File: config.mk
export PLATFORM = sky130hd
export DESIGN_NAME = wb_commit_buffer
export DESIGN_NICKNAME = d
export VERILOG_FILES = /design/src/rtl/wb_commit_buffer.sv
export SDC_FILE = /design/constraint.sdc
export NUM_CORES = 1
export LEC_CHECK = 0
export CORE_AREA = 2 2 130 132
export CTS_BUF_LIST = sky130_fd_sc_hd__clkbuf_2 sky130_fd_sc_hd__clkbuf_4 sky130_fd_sc_hd__clkbuf_8
export DETAILED_ROUTE_END_ITERATION = 16
export DIE_AREA = 0 0 132 134
export PLACE_DENSITY = 0.86
export SYNTH_ARGS = -nofsm -noshare
export SYNTH_HDL_FRONTEND = slang
export SYNTH_SLANG_ARGS = --single-unit
File: constraint.sdc
create_clock -name clk -period 4.35 [get_ports clk]
set_input_delay 0.435 -clock clk [delete_from_list [all_inputs] [get_ports clk]]
set_output_delay 0.435 -clock clk [all_outputs]
set_load 0.03 [all_outputs]
File: src/rtl/wb_commit_buffer.sv
// MEM->WB commit register with a two-entry skid buffer, valid/ready handshaking,
// duplicate-PC suppression, x0 write masking and a retire counter.
module wb_commit_buffer #(
  parameter int unsigned XLEN   = 32,
  parameter int unsigned REG_AW = 5,
  parameter int unsigned PC_W   = 32,
  parameter int unsigned LANES  = 1,
  parameter int unsigned DEDUP  = 1,
  parameter int unsigned CNT_W  = 32
) (
  input  logic                    clk,
  input  logic                    rst,
  input  logic                    flush,
  input  logic                    in_valid,
  output logic                    in_ready,
  input  logic [PC_W-1:0]         in_pc,
  input  logic [LANES*REG_AW-1:0] in_rd,
  input  logic [LANES*XLEN-1:0]   in_wdata,
  input  logic [LANES-1:0]        in_wreg,
  output logic                    out_valid,
  input  logic                    out_ready,
  output logic [PC_W-1:0]         out_pc,
  output logic [LANES*REG_AW-1:0] out_rd,
  output logic [LANES*XLEN-1:0]   out_wdata,
  output logic [LANES-1:0]        out_wreg,
  output logic [CNT_W-1:0]        retire_cnt
);

  localparam bit DedupEn = (DEDUP != 0);

  typedef enum logic [1:0] {
    StEmpty = 2'd0,
    StOne   = 2'd1,
    StFull  = 2'd2
  } state_e;

  state_e                  r_state;
  logic [PC_W-1:0]         r_last_pc;
  logic                    r_last_pc_valid;
  logic [PC_W-1:0]         r_skid_pc;
  logic [LANES*REG_AW-1:0] r_skid_rd;
  logic [LANES*XLEN-1:0]   r_skid_wdata;
  logic [LANES-1:0]        r_skid_wreg;

  logic                    w_accept;
  logic                    w_fire;
  logic                    w_drop;
  logic                    w_keep;
  logic [LANES-1:0]        w_wreg_masked;

  assign w_accept = in_valid & in_ready;
  assign w_fire   = out_valid & out_ready;
  assign w_drop   = w_accept & DedupEn & r_last_pc_valid & (in_pc == r_last_pc);
  assign w_keep   = w_accept & ~w_drop;

  // Writes to x0 are squashed once, at capture, so both slots hold final enables.
  always_comb begin
    w_wreg_masked = '0;
    for (int unsigned i = 0; i < LANES; i++) begin
      w_wreg_masked[i] = in_wreg[i] & (in_rd[i*REG_AW +: REG_AW] != '0);
    end
  end

  always_ff @(posedge clk) begin
    if (rst) begin
      r_state         <= StEmpty;
      in_ready        <= 1'b0;
      out_valid       <= 1'b0;
      out_pc          <= '0;
      out_rd          <= '0;
      out_wdata       <= '0;
      out_wreg        <= '0;
      retire_cnt      <= '0;
      r_last_pc       <= '0;
      r_last_pc_valid <= 1'b0;
      r_skid_pc       <= '0;
      r_skid_rd       <= '0;
      r_skid_wdata    <= '0;
      r_skid_wreg     <= '0;
    end else begin
      // A fire in a flush cycle still retires, so counting sits outside the flush branch.
      if (w_fire) begin
        retire_cnt <= retire_cnt + CNT_W'(1);
      end

      if (flush) begin
        r_state         <= StEmpty;
        in_ready        <= 1'b1;
        out_valid       <= 1'b0;
        out_pc          <= '0;
        out_rd          <= '0;
        out_wdata       <= '0;
        out_wreg        <= '0;
        r_last_pc_valid <= 1'b0;
      end else begin
        if (w_keep) begin
          r_last_pc       <= in_pc;
          r_last_pc_valid <= 1'b1;
        end

        unique case (r_state)
          StEmpty: begin
            in_ready <= 1'b1;
            if (w_keep) begin
              r_state   <= StOne;
              out_valid <= 1'b1;
              out_pc    <= in_pc;
              out_rd    <= in_rd;
              out_wdata <= in_wdata;
              out_wreg  <= w_wreg_masked;
            end
          end

          StOne: begin
            if (w_keep && w_fire) begin
              in_ready  <= 1'b1;
              out_pc    <= in_pc;
              out_rd    <= in_rd;
              out_wdata <= in_wdata;
              out_wreg  <= w_wreg_masked;
            end else if (w_keep) begin
              r_state      <= StFull;
              in_ready     <= 1'b0;
              r_skid_pc    <= in_pc;
              r_skid_rd    <= in_rd;
              r_skid_wdata <= in_wdata;
              r_skid_wreg  <= w_wreg_masked;
            end else if (w_fire) begin
              // Draining to empty leaves a zeroed NOP bubble on the outputs.
              r_state   <= StEmpty;
              in_ready  <= 1'b1;
              out_valid <= 1'b0;
              out_pc    <= '0;
              out_rd    <= '0;
              out_wdata <= '0;
              out_wreg  <= '0;
            end else begin
              in_ready <= 1'b1;
            end
          end

          StFull: begin
            if (w_fire) begin
              r_state   <= StOne;
              in_ready  <= 1'b1;
              out_pc    <= r_skid_pc;
              out_rd    <= r_skid_rd;
              out_wdata <= r_skid_wdata;
              out_wreg  <= r_skid_wreg;
            end else begin
              in_ready <= 1'b0;
            end
          end

          default: begin
            r_state   <= StEmpty;
            in_ready  <= 1'b1;
            out_valid <= 1'b0;
            out_pc    <= '0;
            out_rd    <= '0;
            out_wdata <= '0;
            out_wreg  <= '0;
          end
        endcase
      end
    end
  end

endmodule

# Word level (Yosys, flattened, before mapping)

Index checks and enable logic that the tools add are counted.

Output and inout port bits: 104
Logic and storage cells: 81
Bits of input ports: 75
Register bits: 209

Muxes and demuxes: 36
Reduce and logical (&&, ||, !) cells: 9
Bitwise operators: 10
Eq/ne operators: 11
$add $sub $neg: 1

Operators by type and width:

| kind                                                | number |
|---|---|
| 2-to-1 mux 32 bit                                   | 8 |
| case mux 32 bit (3 select lines)                    | 2 |
| adder 32 x 1 -> 32 bit, second input constant       | 1 |
| equality test 32 bit                                | 1 |
| 2-to-1 mux 5 bit                                    | 5 |
| case mux 5 bit (3 select lines)                     | 1 |
| AND reduction 4 bit                                 | 3 |
| 2-to-1 mux 1 bit                                    | 11 |
| 2-to-1 mux 2 bit                                    | 5 |
| != test 2 bit, second input constant                | 5 |
| != test 3 bit, second input constant                | 3 |
| bitwise AND 1 bit                                   | 6 |
| case mux 1 bit (3 select lines)                     | 2 |
| case mux 2 bit (3 select lines)                     | 1 |
| AND reduction 5 bit                                 | 1 |
| nonzero test 5 bit                                  | 1 |
| inverter 1 bit                                      | 4 |
| equality test 2 x 1 -> 1 bit, second input constant | 1 |
| equality test 2 bit, second input constant          | 1 |
| zero test 2 bit                                     | 1 |
| case mux 1 bit (2 select lines)                     | 1 |
| AND reduction 2 bit                                 | 1 |
| OR reduction 2 bit                                  | 1 |
| logical AND 1 bit                                   | 1 |

# Logic depth before layout (Yosys ltp)

Depth after elaboration: 9
Gate-level depth with buffers: 10
Gate-level depth less buffers: 7

# Least setup slack after synthesis

Ideal clock, no wire load.

Path type: reg2reg
Start: register retire_cnt[4]
End: register retire_cnt[24]
Path buffers: 1
Setup time: 128 ps
Data arrival time: 2073 ps
Required time: 4222 ps
Setup slack: 2149 ps
Stages on the path, launching flop included: 9
Cell sequence: dfxtp_1 and4_1 nand4_1 or2_2 buf_2 nor3_1 nand3_1 xor2_1 nor2_1

Cells in the longest elaborated chain, start to end: 1

Ends and longest elaborated chain:

| what                   | line | text |
|---|---|---|
| start, declared        | 26   | `output logic [CNT_W-1:0] retire_cnt` |
| start signal, assigned | 83   | `retire_cnt <= retire_cnt + CNT_W'(1);` |
| adder 32 x 1 -> 32 bit | 83   |  |

No other way between the ends.
A chain may end at the register's enable or synchronous reset.

# Final worst setup path

Start: input in_pc[24]
End: register out_rd[0]

Cells in the longest elaborated chain, start to end: 7
Elaborated cells between the ends (all ways): 11

Ends and longest elaborated chain:

| what                                                                             | line | text |
|---|---|---|
| start, declared                                                                  | 16   | `input logic [PC_W-1:0] in_pc,` |
| equality test 32 bit (*)                                                         | 53   | `assign w_drop = w_accept & DedupEn & r_last_pc_valid & (in_pc == r_last_pc);` |
| bitwise AND 1 bit (*)                                                            | 53   |  |
| inverter 1 bit (*)                                                               | 54   | `assign w_keep = w_accept & ~w_drop;` |
| bitwise AND 1 bit (*)                                                            | 54   |  |
| logical AND 1 bit                                                                | 115  | `if (w_keep && w_fire) begin` |
| != test 3 bit (no line) or 2-to-1 mux 5 bit (tied branches)                      | -    |  |
| AND reduction 4 bit (no line) or case mux 5 bit (3 select lines) (tied branches) | -    |  |
| end signal, assigned                                                             | 108  | `out_rd <= in_rd;` |
| end signal, assigned                                                             | 118  | `out_rd <= in_rd;` |
| end signal, assigned                                                             | 147  | `out_rd <= r_skid_rd;` |
| end, declared                                                                    | 23   | `output logic [LANES*REG_AW-1:0] out_rd,` |

Every way passes the cells marked *; elsewhere a longest branch is shown, timed or not.

==> metrics.log <==
INFO  metric clock_tree.buffer_depth = 3
INFO  metric grt_pass1_wl = 33.0 mm
INFO  metric clkSlewWorstSetupHoldPaths = 0.06 ns
INFO  metric finalSetupViolations = 0
INFO  metric synth.avg_cell_area = 10.3 um2
INFO  metric cts_made_buffers = 34
INFO  metric critPathCaptureType = register
INFO  metric htree_num_levels = 2
INFO  metric first_pass_iters = 5
INFO  metric finalInstanceArea = ~11000 um2
INFO  metric peakVddDrop = between 0.2 and 0.3 mV
INFO  metric worstPathMaxFanout = 46
INFO  metric port_buffers = ~180
INFO  metric cpMaxStageDelayCell = sky130_fd_sc_hd__o2111a_2
INFO  metric grt.met1_usage = 28.4%
INFO  metric yosys_warnings = 0
INFO  metric routabilityCongestion = 0.752
INFO  metric hp-class = in -> reg
INFO  metric initial_utilization = approximately 52%
INFO  metric rsz0062_at_grt = false
INFO  metric nets = ~1100
INFO  metric ios = ~180
INFO  metric critPathRequiredTime = 4.73 ns
INFO  metric postCtsHoldBufs = 0
INFO  metric initial_antenna_violation_count = 0
INFO  metric antenna_cells = 0
INFO  metric grt_overflow = 0
INFO  metric maxSlewHeadroom = between 20% and 30%
INFO  metric finalWirelength = around 21 mm
INFO  metric finalWorstPathRequiredPeriod = between 3 and 4 ns
INFO  metric synth_enable_flop_cells = 0
INFO  metric async_flop_share = 0%
INFO  metric drv_cap = 0
INFO  metric cts_tree = built
INFO  metric mostFrequentLayoutCell = sky130_fd_sc_hd__dfxtp_1
INFO  metric dp_hpwl = 13.6 mm
INFO  metric placement_stage_worst_setup_slack = just under 0.8 ns
INFO  metric worst_pin_slew = approximately 1.1 ns
INFO  metric groute.usage.overall = a little under a quarter
INFO  metric postLayoutSetupSlackWorst = 1.12 ns
INFO  metric first_global_vias = 6445
INFO  metric final-hold-violation-count = 0
INFO  metric avgViaCountPerCell = approximately 5.3
INFO  metric number_of_cells_traversed_by_the_worst_hold_path = 2
INFO  metric layout-area-overhead-vs-synth = 29.7%
INFO  metric synth_seq_area_share = 49.6%
INFO  metric yosys_register_bits = approximately 210
INFO  metric synth_cell_types = 48
INFO  metric final_cell_mix = sky130_fd_sc_hd__dfxtp_1 (209), sky130_fd_sc_hd__clkdlybuf4s50_1 (177), sky130_fd_sc_hd__nor2_1 (139), sky130_fd_sc_hd__mux2i_1 (102), sky130_fd_sc_hd__and2_1 (75)
INFO  metric gate_family_responsible_for_the_most_delay_along_the_worst_path = simple AND/OR/NAND/NOR gates
INFO  metric worstSetupPathDepth = 9
INFO  metric postCtsSetupRepairBufs = 0
INFO  metric busiest_layer = met2
INFO  metric remaining_drc_errors = 0
INFO  metric die-area = about 18000 um2
INFO  metric synth_fp_nets = 900
INFO  metric layout.filler_cells = 1292
INFO  metric grt_start_max_net_pins = just under 90
INFO  metric max_freq = between 0.3 and 0.4 GHz
INFO  metric path_buf_inv = 2
INFO  metric drt.antenna.violating_nets = 0
INFO  metric netlist_area_before_placement = approximately 8400 um2
INFO  metric routed_vias = between 6000 and 7000
INFO  metric fp-row-count = 47
INFO  metric clk-insertion-delay-late = 0.52 ns
INFO  metric tritoncts_num_sinks = roughly 210
INFO  metric fraction_of_layout_instances_using_a_drive_strength_above_1 = 7.81%
INFO  metric clock-root-buffer = sky130_fd_sc_hd__clkbuf_8
INFO  metric critical_path_arrival = approximately 3.6 ns
INFO  metric period_share = roughly 74%
INFO  metric fp.dieW = approximately 130 um
INFO  metric p_per_area = between 300 and 400 nW/um2
INFO  metric max_stage_delay = between 0.5 and 0.6 ns
INFO  metric drv_slew = 0
INFO  metric finalClockSkew = around 0.032 ns
INFO  metric setup.worst_path.class = in -> reg
INFO  metric static-leakage-power = between 3 and 4 nW
INFO  metric route.detailed.wl_per_inst = ~17 um
INFO  metric area_of_the_core = around 16000 um2
INFO  metric fin_setup_tns = 0 ns
INFO  metric outcome = finished, final reports clean
INFO  metric met2_usage = 39.3%
INFO  metric minimum_hold_slack = 0.394 ns
INFO  metric grt_use_met3 = roughly 5.7%
INFO  metric detailed_place.area = a little over 10000 um2
INFO  metric detail_route.iter0.violations = about 470
INFO  metric postCtsResizedCells = 0
INFO  metric start_kind = input port
INFO  metric synthesis.instances = 820
INFO  metric reg2regPathDepth = 8
INFO  metric synth_ff_type = sky130_fd_sc_hd__dfxtp_1
INFO  metric dieHeight = ~130 um
INFO  metric worstPathCellList = clkdlybuf4s50_1, xnor2_1, nand4_1, nor4_1, and3_1, nor2_2, o2111a_2, buf_4, a221o_1
==> power by group <==
group / leakage, nW / internal, mW / total, mW / switching [mW]
combinational: 1.86 / 0.145 / 0.314 / 0.169
sequential: 1.69 / 1.95 / 1.97 / 0.0204
clock: 0.357 / 0.946 / 1.69 / 0.749
total: 3.91 / 3.04 / 3.98 / 0.938
==> worst paths after layout <==
check             slack [ns]                       endpoint                         start
setup / recovery        1.12         out_rd[0]$_SDFFE_PP0P_                     in_pc[24]
hold / removal          0.39  r_skid_wdata[20]$_SDFFE_PP0P_                           rst
hold reg to reg         0.48   r_skid_wdata[2]$_SDFFE_PP0P_  r_skid_wdata[2]$_SDFFE_PP0P_
setup reg to reg        1.28         out_rd[0]$_SDFFE_PP0P_    r_last_pc[27]$_SDFFE_PP0P_
==> logic make-up after synthesis <==
logic type	synth area share, %
xor+xnor	5.81
compound gates	10.8
fa+ha+maj	0.741
simple gates	16.8
buf+inv	4.12
mux	12.1
flops	49.6
==> worst register-to-register path: stages, from the launching register on <==
cell and delay (ns):
sky130_fd_sc_hd__dfxtp_1 0.32, sky130_fd_sc_hd__xnor2_1 0.20, sky130_fd_sc_hd__nand4_1 0.14, sky130_fd_sc_hd__nor4_1 0.48, sky130_fd_sc_hd__and3_1 0.48, sky130_fd_sc_hd__nor2_2 0.08
sky130_fd_sc_hd__o2111a_2 0.51, sky130_fd_sc_hd__buf_4 0.40, sky130_fd_sc_hd__a221o_1 0.33
==> state kept, by name, summed over array words and instances, names as in the netlist <==
register / count
out_wreg: 1
r_skid_rd: 5
retire_cnt: 32
r_skid_pc: 32
out_rd: 5
r_state: 2
r_skid_wreg: 1
out_valid: 1
out_pc: 32
r_skid_wdata: 32
out_wdata: 32
r_last_pc_valid: 1
r_last_pc: 32
in_ready: 1
==> synth_stat cells, types with 2 or more instances <==
master                     number  area share, %
sky130_fd_sc_hd__dfxtp_1      209             50
sky130_fd_sc_hd__nor2_1       139            6.2
sky130_fd_sc_hd__mux2i_1      102             12
sky130_fd_sc_hd__and2_1        75            5.6
sky130_fd_sc_hd__a221o_1       70            8.3
sky130_fd_sc_hd__xnor2_1       40            4.2
sky130_fd_sc_hd__clkbuf_1      24            1.1
sky130_fd_sc_hd__nand2_1       17           0.76
sky130_fd_sc_hd__xor2_1        16            1.7
sky130_fd_sc_hd__nand3_1       13           0.77
sky130_fd_sc_hd__buf_4         11           0.98
sky130_fd_sc_hd__nand4_1       11           0.82
sky130_fd_sc_hd__inv_1          9           0.40
sky130_fd_sc_hd__buf_2          8           0.47
sky130_fd_sc_hd__buf_6          8            1.1
sky130_fd_sc_hd__a21oi_1        7           0.42
sky130_fd_sc_hd__o21ai_0        6           0.36
sky130_fd_sc_hd__and3_1         5           0.37
sky130_fd_sc_hd__ha_1           5           0.74
sky130_fd_sc_hd__or3_1          5           0.37
sky130_fd_sc_hd__and4_1         4           0.42
sky130_fd_sc_hd__nor3_1         4           0.24
sky130_fd_sc_hd__nor4_1         3           0.22
sky130_fd_sc_hd__a211oi_1       2           0.18
sky130_fd_sc_hd__nand2b_1       2           0.15
sky130_fd_sc_hd__o21a_1         2           0.18
sky130_fd_sc_hd__or2_2          2           0.15
==> through the flow <==
step / cells / power, mW / utilization (%)
after floorplan: 820 / 2.17 / -
after global placement: 1174 / 2.31 / 63.0
after detailed placement: 1174 / 2.32 / 63.0
after CTS: 1231 / 4.01 / 67.2
after global routing: 1231 / 4.13 / 67.2
final: 1231 / 3.98 / 67.2
==> routing by layer <==
| metal | wire (um) | part of all wire, % |
|---|---|---|
| met1 | 9060 | 44 |
| met2 | 10000 | 48 |
| met3 | 1160 | 5.6 |
| met4 | 422 | 2.0 |
| met5 | 0 | 0 |
==> cell type report <==
class / count / area (um2) / share of cell area, %
inverters: 9 / 33.8 / 0.309
flip-flops and latches: 209 / 4180 / 38.2
clock buffers: 52 / 647 / 5.91
multi-input cells: 549 / 3930 / 35.9
clock inverters: 5 / 30.0 / 0.274
repair buffers: 187 / 1850 / 16.9
well taps: 220 / 275 / 2.52
Note: power is estimated with default switching activity, not from simulation.
